[config.mk]
export PLATFORM = sky130hd
export DESIGN_NAME = imem_loader
export DESIGN_NICKNAME = d
export VERILOG_FILES = /design/src/rtl/imem_loader_pkg.sv /design/src/rtl/imem_loader_byte_assembler.sv /design/src/rtl/imem_loader.sv
export SDC_FILE = /design/constraint.sdc
export NUM_CORES = 1
export LEC_CHECK = 0
export ABC_AREA = 0
export CAP_MARGIN = 20
export CORE_ASPECT_RATIO = 0.9
export CORE_MARGIN = 2
export CORE_UTILIZATION = 45
export DETAILED_ROUTE_END_ITERATION = 6
export PLACE_DENSITY = 0.68
export SYNTH_ARGS = -nofsm -noshare
export SYNTH_HDL_FRONTEND = slang
export SYNTH_SLANG_ARGS = --single-unit
[constraint.sdc]
create_clock -name clk -period 2.6 [get_ports clk]
set_input_delay 0.52 -clock clk [delete_from_list [all_inputs] [get_ports clk]]
set_output_delay 0.52 -clock clk [all_outputs]
set_load 0.02 [all_outputs]
[src/rtl/imem_loader_pkg.sv]
// Shared definitions for the instruction-memory boot loader: FSM states and stream framing.
package imem_loader_pkg;

    // Loader states
    typedef enum logic [2:0] {
        StIdle,
        StLenHi,
        StLenLo,
        StData,
        StDone,
        StErr
    } state_e;

    // Header is a big-endian word count; each instruction word is four stream bytes
    localparam int unsigned HDR_BYTES      = 2;
    localparam int unsigned BYTES_PER_WORD = 4;
    localparam int unsigned BYTE_CNT_W     = $clog2(BYTES_PER_WORD);

endpackage

[src/rtl/imem_loader_byte_assembler.sv]
// Collects stream bytes MSB-first into an instruction word and flags each completed word
// with a one-cycle registered pulse.
module byte_assembler
    import imem_loader_pkg::*;
#(
    parameter int unsigned WORD_WIDTH = 32
) (
    input  logic                  clk,
    input  logic                  rst,
    input  logic                  clear,
    input  logic                  accept,
    input  logic [7:0]            byte_data,
    output logic                  last_byte,
    output logic                  word_valid,
    output logic [WORD_WIDTH-1:0] word
);

    localparam logic [BYTE_CNT_W-1:0] LastIdx = BYTE_CNT_W'(BYTES_PER_WORD - 1);

    logic [BYTE_CNT_W-1:0] byte_cnt_q, byte_cnt_d;
    logic [WORD_WIDTH-1:0] shift_q, shift_d;
    logic                  word_valid_q, word_valid_d;

    // High when the next accepted byte completes a word
    assign last_byte  = (byte_cnt_q == LastIdx);
    assign word_valid = word_valid_q;
    assign word       = shift_q;

    // Shift in accepted bytes; the counter wraps naturally after the last byte of a word
    always_comb begin
        byte_cnt_d   = byte_cnt_q;
        shift_d      = shift_q;
        word_valid_d = 1'b0;
        if (clear) begin
            byte_cnt_d = '0;
        end else if (accept) begin
            shift_d      = {shift_q[WORD_WIDTH-9:0], byte_data};
            byte_cnt_d   = byte_cnt_q + BYTE_CNT_W'(1);
            word_valid_d = last_byte;
        end
    end

    // Assembler state registers
    always_ff @(posedge clk) begin
        if (rst) begin
            byte_cnt_q   <= '0;
            shift_q      <= '0;
            word_valid_q <= 1'b0;
        end else begin
            byte_cnt_q   <= byte_cnt_d;
            shift_q      <= shift_d;
            word_valid_q <= word_valid_d;
        end
    end

endmodule

[src/rtl/imem_loader.sv]
// Boot-time instruction memory loader. Parses a length-prefixed byte stream, writes one
// word per four bytes into instruction RAM and holds the CPU in reset until the image is in.
module imem_loader
    import imem_loader_pkg::*;
#(
    parameter int unsigned ADDRESS_WIDTH = 32,
    parameter int unsigned INSTR_WIDTH   = 32,
    parameter int unsigned DEPTH_LOG2    = 10
) (
    input  logic                     clk,
    input  logic                     rst,
    input  logic                     start,
    input  logic                     byte_valid,
    input  logic [7:0]               byte_data,
    output logic                     byte_ready,
    output logic                     wr_en,
    output logic [ADDRESS_WIDTH-1:0] wr_addr,
    output logic [INSTR_WIDTH-1:0]   wr_data,
    output logic                     cpu_hold,
    output logic                     done,
    output logic                     error
);

    localparam int unsigned HdrBits = 8 * HDR_BYTES;
    localparam int unsigned Depth   = 1 << DEPTH_LOG2;
    localparam logic [ADDRESS_WIDTH-1:0] AddrStep = ADDRESS_WIDTH'(BYTES_PER_WORD);

    state_e state_q, state_d;

    logic [7:0]               len_hi_q, len_hi_d;
    logic [HdrBits-1:0]       cnt_q, cnt_d;
    logic [ADDRESS_WIDTH-1:0] addr_q, addr_d;
    logic                     byte_ready_q, byte_ready_d;
    logic                     cpu_hold_q, cpu_hold_d;
    logic                     done_q, done_d;
    logic                     error_q, error_d;

    logic                     xfer;
    logic                     len_lo_xfer;
    logic                     data_xfer;
    logic                     last_byte;
    logic                     word_valid;
    logic                     final_write;
    logic                     final_byte;
    logic [HdrBits-1:0]       hdr_len;
    logic [INSTR_WIDTH-1:0]   word;

    assign xfer        = byte_valid && byte_ready_q;
    assign len_lo_xfer = xfer && (state_q == StLenLo);
    assign data_xfer   = xfer && (state_q == StData);
    assign hdr_len     = {len_hi_q, byte_data};
    // cnt_q counts words not yet written, so 1 means the word in flight is the last one
    assign final_write = word_valid && (cnt_q == HdrBits'(1));
    assign final_byte  = data_xfer && last_byte && (cnt_q == HdrBits'(1));

    byte_assembler #(
        .WORD_WIDTH (INSTR_WIDTH)
    ) u_byte_assembler (
        .clk        (clk),
        .rst        (rst),
        .clear      (len_lo_xfer),
        .accept     (data_xfer),
        .byte_data  (byte_data),
        .last_byte  (last_byte),
        .word_valid (word_valid),
        .word       (word)
    );

    // FSM state register
    always_ff @(posedge clk) begin
        if (rst) begin
            state_q <= StIdle;
        end else begin
            state_q <= state_d;
        end
    end

    // FSM next-state logic; start only matters when no load is in progress
    always_comb begin
        state_d = state_q;
        unique case (state_q)
            StIdle, StDone, StErr: begin
                if (start) state_d = StLenHi;
            end
            StLenHi: begin
                if (xfer) state_d = StLenLo;
            end
            StLenLo: begin
                if (xfer) begin
                    if (hdr_len == '0) begin
                        state_d = StDone;
                    end else if (32'(hdr_len) > Depth) begin
                        state_d = StErr;
                    end else begin
                        state_d = StData;
                    end
                end
            end
            StData: begin
                if (final_write) state_d = StDone;
            end
            default: state_d = StIdle;
        endcase
    end

    // FSM outputs, computed from the next state so the registered copies track the state
    always_comb begin
        byte_ready_d = (state_d == StLenHi) || (state_d == StLenLo)
                    || ((state_d == StData) && !final_byte);
        cpu_hold_d   = (state_d != StDone);
        done_d       = (state_d == StDone);
        error_d      = (state_d == StErr);
    end

    // Header latch, remaining word count and write address; address stays on the last word
    always_comb begin
        len_hi_d = len_hi_q;
        cnt_d    = cnt_q;
        addr_d   = addr_q;
        if (xfer && (state_q == StLenHi)) begin
            len_hi_d = byte_data;
        end
        if (len_lo_xfer) begin
            cnt_d  = hdr_len;
            addr_d = '0;
        end else if (word_valid) begin
            cnt_d = cnt_q - HdrBits'(1);
            if (!final_write) addr_d = addr_q + AddrStep;
        end
    end

    // Datapath and output registers
    always_ff @(posedge clk) begin
        if (rst) begin
            len_hi_q     <= '0;
            cnt_q        <= '0;
            addr_q       <= '0;
            byte_ready_q <= 1'b0;
            cpu_hold_q   <= 1'b1;
            done_q       <= 1'b0;
            error_q      <= 1'b0;
        end else begin
            len_hi_q     <= len_hi_d;
            cnt_q        <= cnt_d;
            addr_q       <= addr_d;
            byte_ready_q <= byte_ready_d;
            cpu_hold_q   <= cpu_hold_d;
            done_q       <= done_d;
            error_q      <= error_d;
        end
    end

    assign byte_ready = byte_ready_q;
    assign wr_en      = word_valid;
    assign wr_addr    = addr_q;
    assign wr_data    = word;
    assign cpu_hold   = cpu_hold_q;
    assign done       = done_q;
    assign error      = error_q;

endmodule
Word-level counts from Yosys, hierarchy flattened

Index checks and enable logic that the tools add are counted.

Output and inout bits: 69
Logic and storage cells: 59
Bits of input ports: 12
Register bits after elaboration: 98

Eq/ne operators: 13
Reduce and logical (&&, ||, !) cells: 19
$lt $le $gt $ge: 1
Add/sub/neg operators: 3
Mux-type cells: 9
Bitwise gates (word level): 3

Operator list:

| operator                                             | number |
|---|---|
| adder 32 x 3 -> 32 bit, second input constant        | 1 |
| two-way mux 16 bit                                   | 2 |
| two-way mux 3 bit                                    | 6 |
| equality test 16 x 1 -> 1 bit, second input constant | 1 |
| > comparator 16 x 11 -> 1 bit, second input constant | 1 |
| logical NOT 16 bit                                   | 1 |
| subtractor 16 x 1 -> 16 bit, second input constant   | 1 |
| equality test 3 x 2 -> 1 bit, second input constant  | 4 |
| equality test 3 bit, second input constant           | 4 |
| one-hot mux 3 bit (4 select lines)                   | 1 |
| logical AND 1 bit                                    | 8 |
| equality test 3 x 1 -> 1 bit, second input constant  | 2 |
| OR reduction 3 bit                                   | 2 |
| AND reduction 2 bit                                  | 2 |
| logical NOT 3 bit                                    | 1 |
| inequality test 3 bit, second input constant         | 1 |
| inverter 1 bit                                       | 3 |
| adder 2 x 1 -> 2 bit, second input constant          | 1 |
| equality test 2 bit, second input constant           | 1 |
| logical OR 1 bit                                     | 2 |
| nonzero test 2 bit                                   | 1 |
| OR reduction 2 bit                                   | 1 |
| logical NOT 1 bit                                    | 1 |

Longest topological paths before layout

Gate-level depths: netlist (run 1).

Depth after elaboration: 8
Depth in mapped cells: 9
Gate-level depth less buffers: 8

Cells and area by module

A second synthesis (run 1) with hierarchy kept.

Cells, all modules: 478
Area total of the unflattened synthesis: 4,510.6 µm²

By module, submodules not included:

| module         | cells each | instances | sequential area each (µm²) | area an instance (µm²) |
|---|---|---|---|---|
| imem_loader    | 353        | 1         | 1,221.2                    | 3,094.2 |
| byte_assembler | 125        | 1         | 700.7                      | 1,416.4 |

Worst setup path after synthesis (run 1)

Ideal clock, no wire load.

Kind: input port to flip-flop
Start: input port byte_data[0]
End: register done_q, in the netlist done
Path buffers: 0
Library setup time: 0.059 ns
Stages: 6
Setup slack: 0.418 ns
Arrival: 2.123 ns
Required time: 2.541 ns
Cells stage by stage: or4_1 -> nor4_1 -> mux2_2 -> o21a_1 -> nor2_1 -> and2_1

Cells in the longest elaborated chain, start to end: 6
Elaborated cells on any way between the ends: 7
Those cells by class: order compare: 1; eq/ne: 1; mux: 4; reduce/logical: 1

RTL lines:

| what                                 | RTL line           | text |
|---|---|---|
| start: declaration                   | imem_loader.sv:14  | `input logic [7:0] byte_data,` |
| > comparator 16 x 11 -> 1 bit        | imem_loader.sv:92  | `end else if (32'(hdr_len) > Depth) begin` |
| two-way mux 3 bit                    | imem_loader.sv:92  |  |
| two-way mux 3 bit *                  | imem_loader.sv:90  | `if (hdr_len == '0) begin` |
| two-way mux 3 bit *                  | imem_loader.sv:89  | `if (xfer) begin` |
| one-hot mux 3 bit (4 select lines) * | imem_loader.sv:81  | `unique case (state_q)` |
| equality test 3 bit *                | imem_loader.sv:111 | `done_d = (state_d == StDone);` |
| end signal: assignment               | imem_loader.sv:148 | `done_q <= done_d;` |
| end: declaration                     | imem_loader.sv:35  | `logic done_q, done_d;` |

Every way passes the cells marked *; elsewhere a longest branch is shown, timed or not.
A chain may end at the register's enable or synchronous reset.

Final worst setup path (run 1)

Start: input port byte_data[0]
End: register cpu_hold_q, in the netlist cpu_hold

Cells in the longest elaborated chain, start to end: 6
Elaborated cells on any way between the ends: 7
Those cells by class: order compare: 1; eq/ne: 1; mux: 4; reduce/logical: 1

RTL lines:

| what                                 | RTL line           | text |
|---|---|---|
| > comparator 16 x 11 -> 1 bit        | imem_loader.sv:92  |  |
| two-way mux 3 bit                    | imem_loader.sv:92  |  |
| two-way mux 3 bit *                  | imem_loader.sv:90  |  |
| two-way mux 3 bit *                  | imem_loader.sv:89  |  |
| one-hot mux 3 bit (4 select lines) * | imem_loader.sv:81  |  |
| inequality test 3 bit *              | imem_loader.sv:110 | `cpu_hold_d = (state_d != StDone);` |
| end signal: assignment               | imem_loader.sv:147 | `cpu_hold_q <= cpu_hold_d;` |
| end: declaration                     | imem_loader.sv:34  | `logic cpu_hold_q, cpu_hold_d;` |

Marked as above.

==> results of run 1 <==
## registers in the layout (all words and copies together), names as in the netlist
register and count:
byte_ready 1, cnt_q 16, cpu_hold 1, done 1, error 1, len_hi_q 8
state_q 3, u_byte_assembler.byte_cnt_q 2, u_byte_assembler.word 32, u_byte_assembler.word_valid 1, wr_addr 30
## final timing paths
| kind | endpoint | from | slack [ps] |
|---|---|---|---|
| setup / recovery | cpu_hold | byte_data[0] | 220 |
| hold / removal | u_byte_assembler.word[29] | u_byte_assembler.word[29] | 460 |
| setup reg to reg | wr_addr[23] | cnt_q[0] | 360 |
| hold reg to reg | u_byte_assembler.word[29] | u_byte_assembler.word[29] | 460 |
## per-stage QoR
step,cells,total power [mW],setup slack [ps]
after detailed placement,670,1.65,-166
after global routing,686,2.71,76.6
final,686,2.60,218
after global placement,670,1.65,-118
after CTS,686,2.63,212
after floorplan,482,1.60,418
## layout by cell type, fill, tap and decap left out, types with 3 or more instances in the layout
master,n
nand2b_1,4
o21ai_0,3
xnor2_1,22
a21oi_1,39
and2_1,4
buf_4,15
clkbuf_8,9
nand4_1,6
dfxtp_1,96
inv_1,5
inv_8,4
and4_1,3
clkdlybuf4s50_1,77
xor2_1,21
or3_1,3
a211oi_1,15
nand2_1,87
nor3_2,4
nor2_1,71
mux2i_1,9
nor3_1,7
nor4_1,3
ha_1,4
and3_1,4
nand3_1,14
or4_1,4
## where the power goes
group,internal (mW),switching [mW],total [mW],leakage [nW]
clock network,0.388,0.597,0.985,0.104
registers,1.48,0.0112,1.49,0.774
logic,0.0542,0.0687,0.123,0.939
## metal layers
| metal | vias to the layer above | track usage | part of all wire |
|---|---|---|---|
| li1 | 1772 | - | - |
| met1 | 1602 | 0.240 | 0.47 |
| met2 | 95 | 0.309 | 0.46 |
| met3 | 9 | 0.0600 | 0.060 |
| met4 | 0 | 0.0567 | 0.011 |
| met5 | - | 0 | 0 |
## cell families after synthesis
family / Yosys count / synth area share
fa+ha+maj: 4 / 0.0121
mux: 11 / 0.0273
compound gates: 62 / 0.0867
flops: 96 / 0.466
buf+inv: 33 / 0.0437
simple gates: 231 / 0.272
xor+xnor: 43 / 0.0913
other cells: 1 / 0.000909
## layout make-up
class	instances	area [µm²]	share of cell area
Clock buffer	9	124	0.0237
Clock inverter	7	78.8	0.0151
Inverter	5	18.8	0.00358
Multi-Input combinational cell	353	2030	0.388
Sequential cell	96	1920	0.367
Tap cell	122	153	0.0292
Timing Repair Buffer	94	908	0.173
## worst register-to-register path, cell delays in order, from the launching register on
cell and delay, ps:
dfxtp_1 400, ha_1 150, or4b_2 630, nor4_4 350, nor3_1 110, buf_4 190
nand2_1 80, xor2_1 170, nor2_1 50
==> flow_metrics.py, run 1 <==
metrics = {
    "status": {
        "status": "completed",
    },
    "grt": {
        "grt_antenna_before_repair": 0,
        "grt_max_degree": 41,
        "grt_usage": 0.189,
        "grt_first_pass_wirelength_um": 15000,
        "overflow": 0,
        "grt_pass1_vias": 3177,
    },
    "logic_synthesis": {
        "syn-cell-area_mm2": 0.00413,
        "synth-edff-count": 0,
        "synth.largest_area_cell": "dfxtp_1",
        "yosys_warnings": 0,
        "synthTopCellsByArea": "dfxtp_1 47%, nand2_1 7.9%, nor2_1 6.5%, a21oi_1 4.7%, xnor2_1 4.7%",
        "synth_area_per_cell_um2": 8.58,
        "async_flop_share": 0,
        "ys.flop_type": "dfxtp_1",
        "yosysTopAreaCellShare": 0.466,
        "yosys.cell_count.top_type": "dfxtp_1",
        "seq_area_frac_synth": 0.466,
        "synthDistinctLibCells": 47,
        "synth.top_cells.by_count": "96 x dfxtp_1, 87 x nand2_1, 71 x nor2_1",
        "syn_inst": 481,
        "ys_ff_latch": 96,
    },
    "detailed_routing": {
        "ant_nets": 0,
        "drtPass1Iterations": 5,
        "viasPerCell": 5.07,
        "via_count": 3478,
        "drt_first_iter_violations": 94,
        "wl_per_cell_um": 13.3,
        "wl_um": 9120,
        "drc": 0,
    },
    "finish": {
        "n_antenna_cell": 0,
        "final_cell_area_mm2": 0.00524,
        "nets": 575,
        "fin_util": 0.582,
        "area_delta_synth_final_pct": 26.9,
        "n_fill_cell": 875,
        "drive_above_1_share": 0.0904,
    },
    "placement": {
        "placed_area_mm2": 0.00503,
        "dp.final_hpwl_um": 6380,
        "numPortBuffers": 78,
        "gp_congestion": 0.772,
    },
    "timing": {
        "post-route-period-util": 0.916,
        "whs_ps": 460,
        "fin_skew_ps": 15.1,
        "rsz0062_at_grt": "false",
        "finalCriticalPeriod_ps": 2380,
        "fmax_mhz": 420,
        "tightest_slew_ps": 607,
        "slew_viol_final": 0,
        "final-setup-viol-count": 0,
        "hold_viol_final": 0,
        "tns_ps": 0,
        "slew_headroom": 0.593,
    },
    "flow_run": {
        "cap_viol_max_count": 0,
    },
    "critical_path": {
        "path_buf_inv": 2,
        "r2r_cells": 8,
        "critical_path_class": "in -> reg",
        "crit_cells": 8,
        "setup.worst_path.start_class": "primary input",
        "worstPathCellList": "clkdlybuf4s50_1 > or4_1 > nor4_1 > buf_4 > mux2_2 > o21a_1 > nor2_1 > nand2_1",
        "worstPathRequired_ps": 2860,
        "crit_path_end_kind": "flip-flop",
        "cp.arrival_ps": 2640,
        "slowest_delay_ps": 510,
        "critical_path.max_fanout": 3,
        "cp_slowest_cell": "or4_1",
        "crit_family": "simple AND/OR/NAND/NOR gates",
    },
    "clocking": {
        "ctsRootBufferMaster": "clkbuf_8",
        "cts_buffers": 9,
        "h-tree-depth": 3,
        "clk_pin_slew_ps": 110,
        "cts_tree": "done",
        "hold_buffers": 0,
        "clk_path_buf_depth": 2,
        "postCtsSetupRepairBufs": 0,
        "cts.repair.resized": 0,
        "worstSkewPairLatency_ps": 370,
        "clock-sinks": 96,
    },
    "floorplanning": {
        "die-area_mm2": 0.00995,
        "ioPinCount": 81,
        "rows": 33,
        "coreArea_mm2": 0.00900,
        "start_util": 0.458,
        "die_h_um": 94.8,
        "die_x_um": 105,
    },
    "pwr": {
        "powerDensity_mw_per_mm2": 496,
        "power.leakage_nw": 1.82,
        "peakVddDrop_v": 0.000284,
    },
    "hold_path": {
        "holdPathStages": 2,
        "hold_class": "reg -> reg",
    },
}
(Power assumes the default switching activity.)
==> run 2, diff against run 1 <==
- SLEW_MARGIN: not set -> 30
==> results of run 2 <==
Same layout as run 1: the final DEF is identical, and so are final timing and power.
